**src/rtl/regfile_wb_arbiter_pkg.sv**
```systemverilog
// Shared defaults and the writeback-source encoding for the register-file
// write-port arbiter.
package regfile_wb_arbiter_pkg;

   localparam int DEF_NUMBER_OF_REGISTERS = 32;
   localparam int DEF_DATA_WIDTH          = 32;
   localparam int DEF_AW                  = $clog2(DEF_NUMBER_OF_REGISTERS);
   localparam int DEF_MAX_OUTSTANDING     = 4;

   typedef enum logic [1:0] {
      WB_NONE,
      WB_PIPE,
      WB_MDU_DIRECT,
      WB_MDU_BUF
   } wb_src_e;

endpackage

```
**src/rtl/regfile_wb_arbiter_scoreboard.sv**
```systemverilog
// Tracks registers awaiting MUL/DIV results and the number of long operations
// in flight, and derives the issue stall from both.
module regfile_scoreboard
   import regfile_wb_arbiter_pkg::*;
#(
   parameter int NUMBER_OF_REGISTERS = DEF_NUMBER_OF_REGISTERS,
   parameter int MAX_OUTSTANDING     = DEF_MAX_OUTSTANDING,
   parameter int AW                  = $clog2(NUMBER_OF_REGISTERS)
)(
   input  logic                           clk,
   input  logic                           rst_n,
   input  logic                           i_issueValid,
   input  logic                           i_issueLong,
   input  logic [AW-1:0]                  i_rs1,
   input  logic [AW-1:0]                  i_rs2,
   input  logic [AW-1:0]                  i_rd,
   input  logic                           i_mduSel,
   input  logic                           i_clrValid,
   input  logic [AW-1:0]                  i_clrAddr,
   output logic                           o_stall,
   output logic [NUMBER_OF_REGISTERS-1:0] o_busy
);

   localparam int CW = $clog2(MAX_OUTSTANDING + 1);

   logic [NUMBER_OF_REGISTERS-1:0] r_busy;
   logic [NUMBER_OF_REGISTERS-1:0] w_busyNext;
   logic [CW-1:0]                  r_count;
   logic                           w_longAccept;
   logic                           w_countFull;

   assign w_countFull  = (r_count == CW'(MAX_OUTSTANDING));
   assign o_stall      = i_issueValid &&
                         (r_busy[i_rs1] || r_busy[i_rs2] || r_busy[i_rd] ||
                          (i_issueLong && w_countFull));
   assign w_longAccept = i_issueValid && i_issueLong && !o_stall;
   assign o_busy       = r_busy;

   // A clear and a set never target the same register in one cycle, because a
   // busy destination stalls the issue; bit 0 is pinned low regardless.
   always_comb begin
      w_busyNext = r_busy;
      if (i_clrValid) begin
         w_busyNext[i_clrAddr] = 1'b0;
      end
      if (w_longAccept && (i_rd != '0)) begin
         w_busyNext[i_rd] = 1'b1;
      end
      w_busyNext[0] = 1'b0;
   end

   always_ff @(posedge clk or negedge rst_n) begin
      if (!rst_n) begin
         r_busy  <= '0;
         r_count <= '0;
      end else begin
         r_busy <= w_busyNext;
         unique case ({w_longAccept, i_mduSel})
            2'b10:   r_count <= r_count + CW'(1);
            2'b01:   r_count <= r_count - CW'(1);
            default: r_count <= r_count;
         endcase
      end
   end

endmodule

```
**src/rtl/regfile_wb_arbiter.sv**
```systemverilog
// Arbitrates the single register-file write port between the in-order pipeline
// and the MUL/DIV unit, with a one-entry buffer for displaced MUL/DIV results.
module regfile_wb_arbiter
   import regfile_wb_arbiter_pkg::*;
#(
   parameter int NUMBER_OF_REGISTERS = DEF_NUMBER_OF_REGISTERS,
   parameter int DATA_WIDTH          = DEF_DATA_WIDTH,
   parameter int MAX_OUTSTANDING     = DEF_MAX_OUTSTANDING,
   parameter int AW                  = $clog2(NUMBER_OF_REGISTERS)
)(
   input  logic                           clk,
   input  logic                           rst_n,
   input  logic                           issue_valid_i,
   input  logic                           issue_long_i,
   input  logic [AW-1:0]                  issue_rs1_i,
   input  logic [AW-1:0]                  issue_rs2_i,
   input  logic [AW-1:0]                  issue_rd_i,
   output logic                           issue_stall_o,
   input  logic                           wb_valid_i,
   input  logic [AW-1:0]                  wb_rd_i,
   input  logic [DATA_WIDTH-1:0]          wb_data_i,
   input  logic                           mdu_valid_i,
   input  logic [AW-1:0]                  mdu_rd_i,
   input  logic [DATA_WIDTH-1:0]          mdu_data_i,
   output logic                           mdu_ready_o,
   output logic                           rd_we_o,
   output logic [AW-1:0]                  rd_address_o,
   output logic [DATA_WIDTH-1:0]          rd_data_o,
   output logic [NUMBER_OF_REGISTERS-1:0] busy_o
);

   logic                  r_bufValid;
   logic [AW-1:0]         r_bufRd;
   logic [DATA_WIDTH-1:0] r_bufData;
   logic                  r_rdWe;
   logic [AW-1:0]         r_rdAddress;
   logic [DATA_WIDTH-1:0] r_rdData;
   logic                  r_wbIsMdu;

   wb_src_e               w_src;
   logic [AW-1:0]         w_selAddr;
   logic [DATA_WIDTH-1:0] w_selData;
   logic                  w_mduAccept;
   logic                  w_mduSel;
   logic                  w_clrValid;

   assign mdu_ready_o = !r_bufValid;
   assign w_mduAccept = mdu_valid_i && mdu_ready_o;
   assign w_mduSel    = (w_src == WB_MDU_DIRECT) || (w_src == WB_MDU_BUF);
   assign w_clrValid  = r_rdWe && r_wbIsMdu;

   // The pipeline cannot be back-pressured so it always wins; a parked result
   // drains before any new MUL/DIV result can be accepted.
   always_comb begin
      w_src     = WB_NONE;
      w_selAddr = '0;
      w_selData = '0;
      if (wb_valid_i) begin
         w_src     = WB_PIPE;
         w_selAddr = wb_rd_i;
         w_selData = wb_data_i;
      end else if (r_bufValid) begin
         w_src     = WB_MDU_BUF;
         w_selAddr = r_bufRd;
         w_selData = r_bufData;
      end else if (w_mduAccept) begin
         w_src     = WB_MDU_DIRECT;
         w_selAddr = mdu_rd_i;
         w_selData = mdu_data_i;
      end
   end

   always_ff @(posedge clk or negedge rst_n) begin
      if (!rst_n) begin
         r_bufValid <= 1'b0;
         r_bufRd    <= '0;
         r_bufData  <= '0;
      end else if (w_src == WB_MDU_BUF) begin
         r_bufValid <= 1'b0;
      end else if (w_mduAccept && wb_valid_i) begin
         r_bufValid <= 1'b1;
         r_bufRd    <= mdu_rd_i;
         r_bufData  <= mdu_data_i;
      end
   end

   // Writes to x0 are suppressed here, but still count as MUL/DIV completions.
   always_ff @(posedge clk or negedge rst_n) begin
      if (!rst_n) begin
         r_rdWe      <= 1'b0;
         r_rdAddress <= '0;
         r_rdData    <= '0;
         r_wbIsMdu   <= 1'b0;
      end else begin
         r_rdWe    <= (w_src != WB_NONE) && (w_selAddr != '0);
         r_wbIsMdu <= w_mduSel;
         if (w_src != WB_NONE) begin
            r_rdAddress <= w_selAddr;
            r_rdData    <= w_selData;
         end
      end
   end

   assign rd_we_o      = r_rdWe;
   assign rd_address_o = r_rdAddress;
   assign rd_data_o    = r_rdData;

   regfile_scoreboard #(
      .NUMBER_OF_REGISTERS (NUMBER_OF_REGISTERS),
      .MAX_OUTSTANDING     (MAX_OUTSTANDING),
      .AW                  (AW)
   ) u_scoreboard (
      .clk          (clk),
      .rst_n        (rst_n),
      .i_issueValid (issue_valid_i),
      .i_issueLong  (issue_long_i),
      .i_rs1        (issue_rs1_i),
      .i_rs2        (issue_rs2_i),
      .i_rd         (issue_rd_i),
      .i_mduSel     (w_mduSel),
      .i_clrValid   (w_clrValid),
      .i_clrAddr    (r_rdAddress),
      .o_stall      (issue_stall_o),
      .o_busy       (busy_o)
   );

endmodule
```
**config.mk**
```make
export PLATFORM = sky130hd
export DESIGN_NAME = regfile_wb_arbiter
export DESIGN_NICKNAME = d
export VERILOG_FILES = /design/src/rtl/regfile_wb_arbiter_pkg.sv /design/src/rtl/regfile_wb_arbiter_scoreboard.sv /design/src/rtl/regfile_wb_arbiter.sv
export SDC_FILE = /design/constraint.sdc
export NUM_CORES = 1
export LEC_CHECK = 0
export CAP_MARGIN = 20
export CORE_ASPECT_RATIO = 2
export CORE_UTILIZATION = 44
export CTS_CLUSTER_DIAMETER = 100
export DETAILED_ROUTE_END_ITERATION = 12
export PLACE_DENSITY = 0.78
export REMOVE_ABC_BUFFERS = 1
export SLEW_MARGIN = 15
export SYNTH_ARGS = -nofsm -noshare
export SYNTH_HDL_FRONTEND = slang
export SYNTH_SLANG_ARGS = --single-unit
```
**constraint.sdc**
```tcl
create_clock -name clk -period 3.34 [get_ports clk]
set_input_delay 0.334 -clock clk [delete_from_list [all_inputs] [get_ports clk]]
set_output_delay 0.334 -clock clk [all_outputs]
set_load 0.05 [all_outputs]
```
==> reports/results.txt <==
Status = complete, no violations
Die extent in y = 165 µm
Mux cell area share after synthesis = 16.4%
R2R cell count = 11
Sw frac = 40.9%
Number of DRC violations after detailed routing = 0
Transition at the pin with the smallest max-transition slack = 0.930 ns
Synthesized cell area = 0.00583 mm²
Fin crit period = 3.22 ns
Power Dens Cells = 649 mW/mm²
Critical-path top delay cell = sky130_fd_sc_hd__clkdlybuf4s50_1
Antenna fix cells = 0
Class of the tightest hold or removal check = input port to asynchronous set/reset pin
Switching power = 2.17 mW
Post-route standard cell area excluding fillers = 0.00817 mm²
First-pass iteration count of the detailed router = 5
Worst path arrival time = 3.45 ns
Largest stage delay on the critical path = 0.61 ns
Vias per std cell = 6.37
Count of pins on the block boundary = 167
Hold-fix buffers at CTS = 0
Hold Vio Cnt, Final = 0
Ordered cell list for the critical path = clkdlybuf4s50_1, buf_4, mux4_2, mux2_2, nand3_1, inv_1, or4_1, ha_1, inv_1, fa_1, xor2_1, nor2_1, xor2_1
RePlAce Congestion = 0.936
Routed wire per std cell = 22.1 µm
Area share of fa/ha/maj cells after synthesis = 0.558%
Max-slew headroom = 37.8%
Syn-to-layout area delta = 40.0%
Timing-limited maximum frequency = 0.310 GHz
Core Util, Final = 62.9%
Final Worst Setup Slack = 0.117 ns
Synth top area cells = sky130_fd_sc_hd__dfrtp_1, sky130_fd_sc_hd__a22oi_1, sky130_fd_sc_hd__mux2_2
Number of buffers added on ports = 165
First DRT Iteration DRCs = 442
Ys async rst share = 100%
Remaining antenna violation count = 0
Clock insertion delay at the later pin of the skew report = 0.34 ns
Startpoint class of the critical path = input port
RR Endpoint = u_scoreboard.r_count[2]
Initial Util = 44.9%
Layout cells sized above 1 = 18.6%
Cell internal power dissipation = 3.13 mW
Sum of internal, switching and leakage power = 5.30 mW
Minimum setup slack after placement = -0.518 ns
First-pass GRT wire length = 30.3 mm
Number of synthesized flops with an enable pin = 0
Post-CTS clock slew at the launch and capture registers of the worst setup and hold paths = 0.07 ns
Synthesized-area fraction occupied by ao, oa, aoi and oai cells = 21.3%
TritonCTS clock tree = done
Die boundary width = 83.4 µm
Kind of end point of the critical path = flop
Fin crit share = 96.5%
Synthesized netlist cell count = 539
Crit path max-delay family = buffers and inverters
Std-Cell Core Area = 0.0130 mm²
Most common flop cell mapped by yosys = sky130_fd_sc_hd__dfrtp_1
Final number of max-transition violations = 0
Reg-to-reg setup timing slack = 0.14 ns
Xor/xnor share of the synthesized area = 0.450%
Total Neg Setup Slack = 0 ns
Crit path buf inv count = 4
Die area = 0.0138 mm²
Worst Path Class, Setup = input port to flop
Leakage dissipation = 3.22 nW
Nets@finish = 818
Required time at the endpoint of the critical path = 3.56 ns
Worst clock skew on the final layout = 0.00915 ns
Proportion of synthesized chip area in sequential cells = 47.6%
Via count of the first global-routing pass = 5709
Area leader, netlist = sky130_fd_sc_hd__dfrtp_1
Htree depth = 3
Flip-flop and latch count after synthesis = 111
Detailed-route wire length = 19.4 mm
Number of standard-cell rows in the floorplan = 59
Worst-path maximum fanout = 4
Initial antenna violation count = 0
Final setup violation count = 0
Top-area cell type share of the netlist area = 47.6%
Number of buffers between clock root and the deepest sink = 2
Synth Area in Simple Gates = 9.80%
Placement Cell Area = 0.00786 mm²
Total global routing overflow = 0
Setup repair bufs after CTS = 0
Clock network fraction of design power = 18.9%
Mean instance size in the synthesized netlist = 10.8 µm²
Vias = 5583
Overall fraction of global-route tracks in use = 28.6%
Detailed placement HPWL = 14.7 mm
Peak ir drop on the vdd network = 556 µV
Main combinational cell family by area after synthesis = compound AO/OA/AOI/OAI gates
Max_cap viols = 0
Critical R2R Launch = u_scoreboard.o_busy[14]
Number of sinks driven by the clock tree = 111
Distinct cell type count of the synthesized netlist = 52
Total CTS buffers = 9
Unrepaired setup endpoints after global routing = false
Count of yosys warnings during synthesis = 0
Root buffer cell = sky130_fd_sc_hd__clkbuf_16
Part of the total power dissipated in combinational logic = 44.2%
Maximum number of pins on one net before global-route repair = 64
Sequential share of power = 37.0%
-- worst reg2reg max path, cell delays in order (launching register included) --
cell	delay (ns)
sky130_fd_sc_hd__dfrtp_1	0.46
sky130_fd_sc_hd__mux4_2	0.49
sky130_fd_sc_hd__mux2_2	0.26
sky130_fd_sc_hd__a21oi_1	0.32
sky130_fd_sc_hd__nand4_1	0.17
sky130_fd_sc_hd__or4_1	0.55
sky130_fd_sc_hd__ha_1	0.23
sky130_fd_sc_hd__inv_1	0.07
sky130_fd_sc_hd__fa_1	0.18
sky130_fd_sc_hd__xor2_1	0.15
sky130_fd_sc_hd__nor2_1	0.07
sky130_fd_sc_hd__xor2_1	0.15
-- per-layer routing --
layer / track usage, % / part of all wire (%) / routed length [µm] / vias to the layer above
li1: - / - / - / 2418
met2: 52.0 / 53 / 10300 / 318
met1: 30.8 / 34 / 6650 / 2773
met3: 4.30 / 6.5 / 1260 / 74
met4: 18.3 / 6.1 / 1180 / 0
met5: 0 / 0 / 0 / -
-- area by class of cell --
cell class | count | area [µm²]
well taps | 152 | 190
inverters | 9 | 33.8
fillers | 1102 | 4820
clock buffers | 11 | 243
flip-flops and latches | 111 | 2780
multi-input cells | 376 | 2870
clock inverters | 4 | 31.3
repair buffers | 214 | 2020
-- cell usage in the layout, fill, tap and decap left out, types with 9 or more instances in the layout --
master | Yosys | layout
sky130_fd_sc_hd__buf_4 | 1 | 49
sky130_fd_sc_hd__mux2_2 | 39 | 39
sky130_fd_sc_hd__o41ai_1 | 11 | 11
sky130_fd_sc_hd__clkbuf_16 | 0 | 9
sky130_fd_sc_hd__mux2i_1 | 13 | 12
sky130_fd_sc_hd__o31ai_1 | 15 | 15
sky130_fd_sc_hd__o21ai_0 | 68 | 68
sky130_fd_sc_hd__nor2_1 | 18 | 18
sky130_fd_sc_hd__dfrtp_1 | 111 | 108
sky130_fd_sc_hd__mux4_2 | 12 | 13
sky130_fd_sc_hd__clkdlybuf4s50_1 | 0 | 156
sky130_fd_sc_hd__inv_1 | 9 | 9
sky130_fd_sc_hd__nand2_1 | 36 | 35
sky130_fd_sc_hd__a22oi_1 | 69 | 69
-- power groups by stage --
| stage | combinational (mW) | clock, mW | sequential (mW) |
|---|---|---|---|
| floorplan | 0.676 | 0 | 2.58 |
| global placement | 2.26 | 0 | 1.95 |
| detailed placement | 2.31 | 0 | 1.96 |
| CTS | 2.32 | 1.02 | 1.94 |
| global route | 2.46 | 1.07 | 1.99 |
| finish | 2.34 | 1.00 | 1.96 |
-- worst max path at each step --
stage | start | to | slack [ns] | depth (start not counted)
final | issue_rd_i[0] | u_scoreboard.r_count[2] | 0.12 | 13
after global routing | u_scoreboard.o_busy[21] | u_scoreboard.r_count[2] | 0.02 | 12
after CTS | issue_rs1_i[2] | u_scoreboard.r_count[2] | 0.05 | 12
after detailed placement | issue_rs2_i[1] | u_scoreboard.r_count[2] | -0.52 | 13
after global placement | issue_rs2_i[1] | u_scoreboard.r_count[2] | -0.49 | 13
after floorplan | u_scoreboard.o_busy[29] | u_scoreboard.r_count[2] | -0.59 | 12
-- cell families (layout without fill, tap and decap cells) --
family | Yosys count | after routing
xor+xnor | 3 | 3
compound gates | 187 | 187
mux | 73 | 73
fa+ha+maj | 2 | 2
buf+inv | 52 | 238
flops | 111 | 111
simple gates | 110 | 110
other cells | 1 | 1
-- state kept, by name, summed over array words and instances (netlist names) --
name and cells:
rd_we_o 1, r_bufData 32, rd_address_o 5, r_bufValid 1, u_scoreboard.o_busy 31, u_scoreboard.r_count 3
r_bufRd 5, rd_data_o 32, r_wbIsMdu 1
-- stage by stage --
stage,hold slack (ns),instances
floorplan,0.0384,496
global placement,0.453,861
detailed placement,0.471,861
CTS,0.112,876
global route,0.161,877
finish,0.0789,877
-- Yosys cell counts, types with 7 or more instances --
cell and number:
sky130_fd_sc_hd__nor2_1 18, sky130_fd_sc_hd__clkbuf_1 31, sky130_fd_sc_hd__buf_2 7, sky130_fd_sc_hd__mux2_1 8, sky130_fd_sc_hd__mux4_2 12, sky130_fd_sc_hd__nor2b_1 9
sky130_fd_sc_hd__inv_1 9, sky130_fd_sc_hd__dfrtp_1 111, sky130_fd_sc_hd__o21ai_0 68, sky130_fd_sc_hd__nor3_1 8, sky130_fd_sc_hd__o31ai_1 15, sky130_fd_sc_hd__nand2_1 36
sky130_fd_sc_hd__mux2i_1 13, sky130_fd_sc_hd__a22oi_1 69, sky130_fd_sc_hd__o41ai_1 11, sky130_fd_sc_hd__mux2_2 39
-- timing repair --
item | CTS | global route
pin swaps | 0 | 3
setup endpoints to repair | 3 | 3
resized for setup | 4 | 15
Power figures use the tool's default switching activity.
